$ cat config.mk
export PLATFORM = sky130hd
export DESIGN_NAME = hazard2_soc
export DESIGN_NICKNAME = d
export VERILOG_FILES = /design/src/rtl/hazard2_soc_pkg.sv /design/src/rtl/hazard2_gpio.sv /design/src/rtl/hazard2_soc.sv
export SDC_FILE = /design/constraint.sdc
export NUM_CORES = 1
export LEC_CHECK = 0
export CORE_AREA = 10 10 147 176
export CTS_CLUSTER_DIAMETER = 60
export CTS_CLUSTER_SIZE = 30
export DETAILED_ROUTE_END_ITERATION = 10
export DIE_AREA = 0 0 157 186
export PLACE_DENSITY = 0.65
export SYNTH_ARGS = -nofsm -noshare
export SYNTH_HDL_FRONTEND = slang
export SYNTH_HIERARCHICAL = 1
export SYNTH_SLANG_ARGS = --single-unit
$ cat constraint.sdc
create_clock -name HCLK -period 14.5 [get_ports HCLK]
set_input_delay 3.625 -clock HCLK [delete_from_list [all_inputs] [get_ports HCLK]]
set_output_delay 3.625 -clock HCLK [all_outputs]
set_load 0.01 [all_outputs]
$ cat src/rtl/hazard2_soc_pkg.sv
`default_nettype none
// ============================================================================
// Module   : hazard2_soc_pkg
// Purpose  : Shared constants for the hazard2 SoC: sequencer opcodes, GPIO
//            register offsets, sequencer state encoding and an instruction
//            word builder used by the program ROM.
// Ports    : none (package)
// Revision : 1.0 - initial release
// ============================================================================
package hazard2_soc_pkg;

   // Opcodes, instruction bits [31:28]; every value from OP_HALT upward halts
   localparam logic [3:0] OP_LDI   = 4'd0;
   localparam logic [3:0] OP_ADDI  = 4'd1;
   localparam logic [3:0] OP_STORE = 4'd2;
   localparam logic [3:0] OP_LOAD  = 4'd3;
   localparam logic [3:0] OP_WAIT  = 4'd4;
   localparam logic [3:0] OP_JMP   = 4'd5;
   localparam logic [3:0] OP_HALT  = 4'd6;

   // GPIO register byte offsets
   localparam logic [3:0] REG_DATA_OUT = 4'h0;
   localparam logic [3:0] REG_DIR      = 4'h4;
   localparam logic [3:0] REG_DATA_IN  = 4'h8;

   typedef enum logic [1:0] {
      ST_EXEC = 2'd0,
      ST_DATA = 2'd1,
      ST_WAIT = 2'd2,
      ST_HALT = 2'd3
   } state_t;

   function automatic logic [31:0] mk_instr(input logic [3:0] op, input logic [27:0] operand);
      return {op, operand};
   endfunction

endpackage
`default_nettype wire

$ cat src/rtl/hazard2_gpio.sv
`default_nettype none
// ============================================================================
// Module   : hazard2_gpio
// Purpose  : GPIO register block on a two-phase (address, then data) bus.
//            DATA_OUT (0x0, rw), DIR (0x4, rw), DATA_IN (0x8, ro, 2-flop
//            synchronised pad input). Unmapped reads return 0, writes to
//            read-only or unmapped offsets are dropped.
// Ports    : i_clk, i_rst        - clock, async active-high reset
//            i_addr_valid        - address phase this cycle
//            i_write, i_addr     - address-phase direction and byte offset
//            i_wdata             - write data, valid during the data phase
//            o_rdata             - read data, valid during the data phase
//            i_gpio_in           - pad input
//            o_gpio_out, o_gpio_oe - output data and direction registers
// Revision : 1.0 - initial release
// ============================================================================
module hazard2_gpio
   import hazard2_soc_pkg::*;
(
   input  logic        i_clk,
   input  logic        i_rst,
   input  logic        i_addr_valid,
   input  logic        i_write,
   input  logic [3:0]  i_addr,
   input  logic [31:0] i_wdata,
   output logic [31:0] o_rdata,
   input  logic [31:0] i_gpio_in,
   output logic [31:0] o_gpio_out,
   output logic [31:0] o_gpio_oe
);

   logic        r_dphase;
   logic        r_write;
   logic [3:0]  r_addr;
   logic [31:0] r_data_out;
   logic [31:0] r_dir;
   logic [31:0] r_sync_q1;
   logic [31:0] r_sync_q2;

   // Address phase is captured here; the data phase follows one cycle later.
   // Reset clears r_dphase, so an in-flight transaction never commits.
   always_ff @(posedge i_clk or posedge i_rst) begin
      if (i_rst) begin
         r_dphase   <= 1'b0;
         r_write    <= 1'b0;
         r_addr     <= 4'h0;
         r_data_out <= 32'h0;
         r_dir      <= 32'h0;
         r_sync_q1  <= 32'h0;
         r_sync_q2  <= 32'h0;
      end else begin
         r_dphase  <= i_addr_valid;
         if (i_addr_valid) begin
            r_write <= i_write;
            r_addr  <= i_addr;
         end
         r_sync_q1 <= i_gpio_in;
         r_sync_q2 <= r_sync_q1;
         if (r_dphase && r_write) begin
            case (r_addr)
               REG_DATA_OUT: r_data_out <= i_wdata;
               REG_DIR:      r_dir      <= i_wdata;
               default:      ;
            endcase
         end
      end
   end

   always_comb begin
      o_rdata = 32'h0;
      case (r_addr)
         REG_DATA_OUT: o_rdata = r_data_out;
         REG_DIR:      o_rdata = r_dir;
         REG_DATA_IN:  o_rdata = r_sync_q2;
         default:      o_rdata = 32'h0;
      endcase
   end

   assign o_gpio_out = r_data_out;
   assign o_gpio_oe  = r_dir;

endmodule
`default_nettype wire

$ cat src/rtl/hazard2_soc.sv
`default_nettype none
// ============================================================================
// Module   : hazard2_soc
// Purpose  : Tiny accumulator sequencer with a 16-word program ROM driving a
//            GPIO block. The built-in program sets the direction register and
//            then counts up on GPIO_OUT forever.
// Ports    : HCLK     - clock, rising edge
//            HRESET   - async active-high reset
//            GPIO_OUT - output data register
//            GPIO_OE  - output-enable (direction) register
//            GPIO_IN  - pad input (visible only through DATA_IN reads)
// Revision : 1.0 - initial release
// ============================================================================
module hazard2_soc
   import hazard2_soc_pkg::*;
#(
   parameter logic [31:0] OE_INIT   = 32'h0000_00FF,
   parameter int unsigned LOOP_WAIT = 4
) (
   input  logic        HCLK,
   input  logic        HRESET,
   output logic [31:0] GPIO_OUT,
   output logic [31:0] GPIO_OE,
   input  logic [31:0] GPIO_IN
);

   state_t      r_state;
   logic [31:0] r_a;
   logic [3:0]  r_pc;
   logic [15:0] r_wait_cnt;

   state_t      w_state_nxt;
   logic [31:0] w_a_nxt;
   logic [3:0]  w_pc_nxt;
   logic [15:0] w_cnt_nxt;
   logic [31:0] w_instr;
   logic [3:0]  w_op;
   logic [27:0] w_operand;
   logic        w_bus_valid;
   logic        w_bus_write;
   logic [31:0] w_rdata;

   // Program ROM; the LDI operand field is 28 bits wide, so OE_INIT[31:28]
   // cannot be expressed by the program.
   always_comb begin
      w_instr = mk_instr(OP_HALT, 28'h0);
      case (r_pc)
         4'd0: w_instr = mk_instr(OP_LDI,   OE_INIT[27:0]);
         4'd1: w_instr = mk_instr(OP_STORE, 28'(REG_DIR));
         4'd2: w_instr = mk_instr(OP_LDI,   28'h0);
         4'd3: w_instr = mk_instr(OP_STORE, 28'(REG_DATA_OUT));
         4'd4: w_instr = mk_instr(OP_ADDI,  28'h1);
         4'd5: w_instr = mk_instr(OP_WAIT,  28'(LOOP_WAIT));
         4'd6: w_instr = mk_instr(OP_JMP,   28'h3);
         default: w_instr = mk_instr(OP_HALT, 28'h0);
      endcase
   end

   assign w_op      = w_instr[31:28];
   assign w_operand = w_instr[27:0];

   // PC stays put during DATA, so w_op still names the STORE/LOAD in flight
   always_comb begin
      w_state_nxt = r_state;
      w_a_nxt     = r_a;
      w_pc_nxt    = r_pc;
      w_cnt_nxt   = r_wait_cnt;
      w_bus_valid = 1'b0;
      w_bus_write = 1'b0;
      case (r_state)
         ST_EXEC: begin
            case (w_op)
               OP_LDI: begin
                  w_a_nxt  = {4'h0, w_operand};
                  w_pc_nxt = r_pc + 4'd1;
               end
               OP_ADDI: begin
                  w_a_nxt  = r_a + {4'h0, w_operand};
                  w_pc_nxt = r_pc + 4'd1;
               end
               OP_STORE, OP_LOAD: begin
                  w_bus_valid = 1'b1;
                  w_bus_write = (w_op == OP_STORE);
                  w_state_nxt = ST_DATA;
               end
               OP_WAIT: begin
                  if (w_operand[15:0] != 16'h0) begin
                     w_cnt_nxt   = w_operand[15:0];
                     w_state_nxt = ST_WAIT;
                  end else begin
                     w_pc_nxt = r_pc + 4'd1;
                  end
               end
               OP_JMP: w_pc_nxt = w_operand[3:0];
               default: w_state_nxt = ST_HALT;
            endcase
         end
         ST_DATA: begin
            if (w_op == OP_LOAD) begin
               w_a_nxt = w_rdata;
            end
            w_pc_nxt    = r_pc + 4'd1;
            w_state_nxt = ST_EXEC;
         end
         ST_WAIT: begin
            w_cnt_nxt = r_wait_cnt - 16'd1;
            if (r_wait_cnt <= 16'd1) begin
               w_pc_nxt    = r_pc + 4'd1;
               w_state_nxt = ST_EXEC;
            end
         end
         default: w_state_nxt = ST_HALT;
      endcase
   end

   always_ff @(posedge HCLK or posedge HRESET) begin
      if (HRESET) begin
         r_state    <= ST_EXEC;
         r_a        <= 32'h0;
         r_pc       <= 4'h0;
         r_wait_cnt <= 16'h0;
      end else begin
         r_state    <= w_state_nxt;
         r_a        <= w_a_nxt;
         r_pc       <= w_pc_nxt;
         r_wait_cnt <= w_cnt_nxt;
      end
   end

   hazard2_gpio u_gpio (
      .i_clk        (HCLK),
      .i_rst        (HRESET),
      .i_addr_valid (w_bus_valid),
      .i_write      (w_bus_write),
      .i_addr       (w_operand[3:0]),
      .i_wdata      (r_a),
      .o_rdata      (w_rdata),
      .i_gpio_in    (GPIO_IN),
      .o_gpio_out   (GPIO_OUT),
      .o_gpio_oe    (GPIO_OE)
   );

endmodule
`default_nettype wire

# Word-level counts from Yosys, hierarchy flattened
# Index checks and enable logic that the tools add are counted.
# totals
input_bits,34
latchBits,0
out_inout_bits,64
ram_bits,0
reg_bits,188
elab_cells,77
n_memories,0
romBits,0
# op_classes
bitwise_logic,0
n_reduce_logical,18
eq_ne,24
addsub,3
shift,0
multipliers,0
div_mod_pow,0
mux,20
magnitude_cmp,1
# ops
op,count
31-bit case mux with 7 select lines,1
32-bit case mux with 2 select lines,2
32-bit case mux with 3 select lines,1
32-bit by 28-bit adder with 32-bit output,1
16-bit two-way mux,2
32-bit two-way mux,1
16-bit case mux with 2 select lines,1
4-bit by 3-bit equality test with 1-bit output (second input constant),6
4-bit case mux with 3 select lines,2
4-bit by 2-bit equality test with 1-bit output (second input constant),4
16-bit by 1-bit less-or-equal comparator with 1-bit output (second input constant),1
16-bit nonzero test,1
16-bit by 1-bit subtractor with 16-bit output (second input constant),1
4-bit logical NOT,3
2-bit case mux with 3 select lines,2
3-bit AND reduction,3
4-bit by 1-bit equality test with 1-bit output (second input constant),2
4-bit two-way mux,2
2-bit != test (second input constant),4
3-bit != test (second input constant),2
4-bit by 1-bit adder with 4-bit output (second input constant),1
4-bit equality test (second input constant),1
1-bit two-way mux,4
2-bit two-way mux,2
other kinds (13),16

# Depth between registers and ports, before layout
# Gate-level depths: netlist of the first run.
# depth
ltp_word,6
depth_mapped,13
mapped_depth_nobuf,12

# By module
# Netlist of the first run, hierarchy kept.
# by_module_without_submodules
mod,seq_area_each_um2,n_inst,cells_per_inst,area_per_inst_um2
hazard2_gpio,3353.2,1,325,4986.0
hazard2_soc,1351.3,1,409,3573.4

# Worst setup path after synthesis of the first run
# Ideal clock, no wire load.
# synth_timing
kind,reg-to-output
start,register u_gpio.r_dir[0] (netlist: u_gpio/o_gpio_oe[0])
end,output port GPIO_OE[0]
setup_slack_ps,10482
t_arrival_ps,393
stages_incl_launch_ff,1
n_path_buf,0
t_required_ps,10875
cell_sequence,dfrtp_1
# synth_rtl
item,line_no,text
start: declaration,hazard2_gpio.sv:36,logic [31:0] r_dir;
start signal: assignment,hazard2_gpio.sv:62,REG_DIR: r_dir <= i_wdata;
end: declaration,hazard2_soc.sv:23,"output logic [31:0] GPIO_OE,"
# No word-level cell between the ends.

# Final worst setup path of the first run
# layout_timing
start,register u_gpio.r_dir[2] (netlist: u_gpio/o_gpio_oe[2])
end,output port GPIO_OE[2]
# No word-level cell between the ends.

==> metrics.cfg, run 1 <==
[setup_path]
timing.rr.end=r_a[17]$_DFFE_PP0P_
timing.reg2reg.worst_path_depth=10
path_class=reg -> out
endpoint=GPIO_OE[2]
arrival_ps=1370
crit_cells=1
critical_path.startpoint_type=flop
r2r_slack_ps=10800
reg2reg_from=r_pc[0]$_DFFE_PP0P_
worstPathRequired_ps=10880
worst-path-max-fanout=2
cp_num_buf_inv=1
crit_chain=clkdlybuf4s50_1
crit_family=buffers and inverters
critPathLaunch=u_gpio/o_gpio_oe[2]$_DFFE_PP0P_
crit_path_end_kind=primary output
crit_slowest_cell=clkdlybuf4s50_1
cpPeakStageDelay_ps=560

[pwr]
leakagePower_nw=3.529
p_clk_frac=0.556
comb_power_share=0.010
p_per_area_nw_per_um2=102.1
switching_share=0.2153
p_sw_mw=0.1745
p_seq_frac=0.434
internal_power_mw=0.6361
peakVddDrop_mv=0.06055

[route]
wl_met3_um=605
top_layer=met4
drt-met1-wl_mm=6.160
totalWireLength_mm=14.50
via_per_inst=5.011
wl_met2_mm=7.637
wire_per_inst_um=15.66
first_pass_iters=5
drt_iter0_drc=255
ant_nets=0
vias=4640
remaining_drc_errors=0

[timing]
finalSetupViolCount=0
min_period_over_period=0.3443
slew_headroom=0.1782
maxSlewViolCount=0
rsz0062_at_grt=no
layout_setup_ws_ps=9508
worst_pin_slew_ps=1217
tns_ps=0
fin_skew_ps=10.47
max_freq_mhz=200.3
layout_min_cycle_time_ps=4992
finalHoldViolCount=0

[synthesis]
synthesis.nets=626
synth_cells=573
syn_avg_cell_area_um2=11.18
syn_area_um2=6404
yosys_warnings=6

[clocking]
htreeDepth=4
cts_tree=done
clk_pin_slew_ps=60
numCtsBuffers=17
clockBufferDepth=2
post-cts-setup-buffers=0
cts_root_buffer=clkbuf_16
clkLatencyLatePin_ps=420
clock_sinks=126
post_cts_resized=0
cts_hold_buffers=0

[grt]
grt_pass1_vias=4554
grt_max_degree=55
track_usage=0.1016
antenna_found_initial=0
grt-ovfl-total=0
grt_pass1_wl_mm=23.96

[placed_design]
io_buffers=66
preCtsSetupSlack_ps=9339
place.gp.congestion=0.7540
dp.cells=894
dp_hpwl_mm=10.05

[floorplan]
die_h_um=186
coreArea_um2=22300
die_w_um=157
ios=98
rows=60
start_util=0.2872
dieArea_um2=29200

[layout]
final_cell_count_no_fill=926
synthToLayoutAreaGrowth_pct=23.95
antenna_cells=0
post-route-util=0.3560
nets=687
drive_gt1_frac=0.1824

[outcome]
status=finished, final reports clean

[hold_path]
min_path_type=reg -> reg

[job]
cap_violations=0

## layout make-up
class,instances,area (um2)
multi-input combinational,395,3020
clock buffer,19,452.9
fill,2163,14360
inverter,23,86.33
clock inverter,13,177.7
tap,279,349.1
sequential,126,3153
timing repair buffer,71,698.2
## power groups by stage
stage | Sequential [mW] | Combinational (mW) | Clock [mW]
after floorplan | 0.358 | 0.00513 | 0
after global placement | 0.358 | 0.00858 | 0
after detailed placement | 0.358 | 0.00878 | 0
after CTS | 0.352 | 0.00878 | 0.461
after global routing | 0.352 | 0.00967 | 0.482
final | 0.352 | 0.00794 | 0.451
## per-stage QoR
step	power (mW)	hold WS, ps	area (um2)
floorplan	0.3635	331.2	6404
CTS	0.8221	348.9	7938
detailed placement	0.3672	334.7	7307
global route	0.8433	359.0	7938
finish	0.8106	347.4	7938
global placement	0.3670	334.8	7307
## layout by cell type, fill, tap and decap left out, types with 11 or more instances in the layout
master           count
a21oi_1             25
clkbuf_16           17
clkdlybuf4s50_1     66
dfrtp_1            126
ha_1                18
inv_1               21
mux2_2              42
mux2_4              30
nand2_1             43
nand3_1             24
nor2_1              29
o211ai_1            19
o21ai_0             28
or4_1               11
## metal layers
layer | vias to the layer above | global-route usage
met1 | 2317 | 0.1177
li1 | 2234 | -
met5 | - | 0
met3 | 6 | 0.02633
met4 | 0 | 0.03100
met2 | 83 | 0.1791
## how the worst min path moves through the flow
stage          cells after the start                           from                             to
2_1_floorplan                      0  u_gpio/r_sync_q1[0]$_DFF_PP0_  u_gpio/r_sync_q2[0]$_DFF_PP0_
3_3_place_gp                       0  u_gpio/r_sync_q1[0]$_DFF_PP0_  u_gpio/r_sync_q2[0]$_DFF_PP0_
3_5_place_dp                       0  u_gpio/r_sync_q1[0]$_DFF_PP0_  u_gpio/r_sync_q2[0]$_DFF_PP0_
4_1_cts                            0  u_gpio/r_sync_q1[0]$_DFF_PP0_  u_gpio/r_sync_q2[0]$_DFF_PP0_
5_1_grt                            0  u_gpio/r_sync_q1[0]$_DFF_PP0_  u_gpio/r_sync_q2[0]$_DFF_PP0_
6_report                           0  u_gpio/r_sync_q1[0]$_DFF_PP0_  u_gpio/r_sync_q2[0]$_DFF_PP0_
## state kept, by name, summed over array words and instances (netlist names)
| name | count |
|---|---|
| u_gpio/r_dphase | 1 |
| r_a | 32 |
| u_gpio/r_sync_q1 | 1 |
| u_gpio/r_write | 1 |
| r_pc | 4 |
| r_wait_cnt | 16 |
| u_gpio/r_sync_q2 | 1 |
| r_state | 2 |
| u_gpio/r_addr | 4 |
| u_gpio/o_gpio_out | 32 |
| u_gpio/o_gpio_oe | 32 |
Note: power is estimated with default switching activity, not from simulation.
==> run 2: changes to the inputs <==
--- a/config.mk
+++ b/config.mk
@@ -10,7 +10,7 @@
 export CTS_CLUSTER_SIZE = 30
 export DETAILED_ROUTE_END_ITERATION = 10
 export DIE_AREA = 0 0 157 186
-export PLACE_DENSITY = 0.65
+export PLACE_DENSITY = 0.67
 export SYNTH_ARGS = -nofsm -noshare
 export SYNTH_HDL_FRONTEND = slang
 export SYNTH_HIERARCHICAL = 1
==> constraint.sdc (replaced) <==
create_clock -name HCLK -period 4.51 [get_ports HCLK]
set_input_delay 1.1275 -clock HCLK [delete_from_list [all_inputs] [get_ports HCLK]]
set_output_delay 1.1275 -clock HCLK [all_outputs]
set_load 0.01 [all_outputs]
==> metrics.cfg, run 2 (synthesis gave the netlist of run 1 again) <==
[timing]
worst_pin_slew_ps=1164
max_freq_mhz=271.9
layout_setup_ws_ps=832.1
finalSetupViolCount=0
min_period_over_period=0.8155
slew_headroom=0.2138
layout_min_cycle_time_ps=3678
fin_skew_ps=8.272
maxSlewViolCount=0
tns_ps=0
finalHoldViolCount=0
rsz0062_at_grt=no

[outcome]
status=finished, final reports clean

[layout]
antenna_cells=0
final_common_cell=dfrtp_1
seq_area_um2=3153
multiInputGateArea_um2=3020
fillers=2201
nets=689
synthToLayoutAreaGrowth_pct=23.45
drive_gt1_frac=0.1849
most-common-layout-cells=126 x dfrtp_1, 66 x clkdlybuf4s50_1, 43 x nand2_1

[setup_path]
cpPeakStageDelay_ps=620
reg2reg_from=r_pc[0]$_DFFE_PP0P_
timing.rr.end=r_a[15]$_DFFE_PP0P_
arrival_ps=3980
critPathMostFrequentCell=ha_1
path_class=reg -> reg
r2r_slack_ps=830
crit_slowest_cell=o21ai_0
worstPathRequired_ps=4820
crit_path_end_kind=flop
crit_family=compound AO/OA/AOI/OAI gates
critical_path.startpoint_type=flop
crit_chain=inv_1 -> ha_1 -> nand2b_1 -> nor2_1 -> ha_1 -> a21oi_1 -> o211ai_1 -> o21ai_0 -> o311ai_0 -> o41ai_1
worst-path-max-fanout=9
crit_cells=10
timing.reg2reg.worst_path_depth=10
cp_num_buf_inv=1

[pwr]
p_seq_frac=0.457
p_per_area_nw_per_um2=313.2
total_power_mw=2.476
p_clk_frac=0.532
switching_share=0.2259
leakagePower_nw=3.517
comb_power_share=0.011
internal_power_mw=1.917
peakVddDrop_mv=0.1645
p_sw_mw=0.5594

[route]
drt_iter0_drc=281
first_pass_iters=4
totalWireLength_mm=14.14
wire_per_inst_um=15.24
via_per_inst=4.972
vias=4614
remaining_drc_errors=0
ant_nets=0

[clocking]
numCtsBuffers=17
clockBufferDepth=2
post_cts_resized=0
cts_tree=done
clkLatencyLatePin_ps=420
cts_root_buffer=clkbuf_16
cts_hold_buffers=0
htreeDepth=4
post-cts-setup-buffers=0
clock_sinks=126
clk_pin_slew_ps=60

[hold_path]
worstHoldStart=u_gpio/r_sync_q1[0]$_DFF_PP0_
hold_path_depth=0
min_path_type=reg -> reg
hold_end=u_gpio/r_sync_q2[0]$_DFF_PP0_

[floorplan]
rows=60
ios=98
dieArea_um2=29200
start_util=0.2872
coreArea_um2=22300
die_h_um=186
die_w_um=157

[grt]
grt_pass1_vias=4679
grt-ovfl-total=0
track_usage=0.1020
grt_pass1_wl_mm=24.19
antenna_found_initial=0
grt_max_degree=57

[job]
cap_violations=0

[placed_design]
place.gp.congestion=0.7700
dp_hpwl_mm=10.08
preCtsSetupSlack_ps=906.3
io_buffers=66

run 2: layer usage:
| layer | track usage | vias to the layer above | wire length [um] |
|---|---|---|---|
| met4 | 0.02873 | 0 | 150 |
| li1 | - | 2235 | - |
| met3 | 0.03025 | 12 | 561 |
| met2 | 0.1775 | 74 | 7390 |
| met1 | 0.1184 | 2293 | 6039 |
| met5 | 0 | - | 0 |
run 2: worst max-delay path by stage:
stage	end	startpoint
2_1_floorplan	r_a[14]$_DFFE_PP0P_	r_pc[0]$_DFFE_PP0P_
3_3_place_gp	r_a[15]$_DFFE_PP0P_	r_pc[0]$_DFFE_PP0P_
3_5_place_dp	r_a[17]$_DFFE_PP0P_	r_pc[0]$_DFFE_PP0P_
4_1_cts	r_a[15]$_DFFE_PP0P_	r_pc[0]$_DFFE_PP0P_
5_1_grt	r_a[15]$_DFFE_PP0P_	r_pc[0]$_DFFE_PP0P_
6_report	r_a[15]$_DFFE_PP0P_	r_pc[0]$_DFFE_PP0P_
run 2: power by group through the flow:
stage / clock, mW / sequential [mW] / combinational, mW
2_1_floorplan: 0 / 1.15 / 0.0165
3_3_place_gp: 0 / 1.15 / 0.0288
3_5_place_dp: 0 / 1.15 / 0.0291
4_1_cts: 1.36 / 1.13 / 0.0291
5_1_grt: 1.41 / 1.13 / 0.0319
6_report: 1.32 / 1.13 / 0.0266
run 2: stage by stage:
| stage | instances | util | hold WS [ps] | area, um2 |
|---|---|---|---|---|
| 2_1_floorplan | 573 | - | 331.2 | 6404 |
| 3_3_place_gp | 896 | 0.3290 | 335.6 | 7335 |
| 3_5_place_dp | 896 | 0.3290 | 336.5 | 7335 |
| 4_1_cts | 928 | 0.3545 | 350.9 | 7905 |
| 5_1_grt | 928 | 0.3545 | 383.0 | 7905 |
| 6_report | 928 | 0.3545 | 347.6 | 7905 |
run 2: layout make-up:
class	instances	share of cell area
Timing Repair Buffer	73	0.09180
Clock inverter	14	0.01662
Clock buffer	18	0.05556
Sequential cell	126	0.3989
Inverter	23	0.01092
Multi-Input combinational cell	395	0.3821
Tap cell	279	0.04416
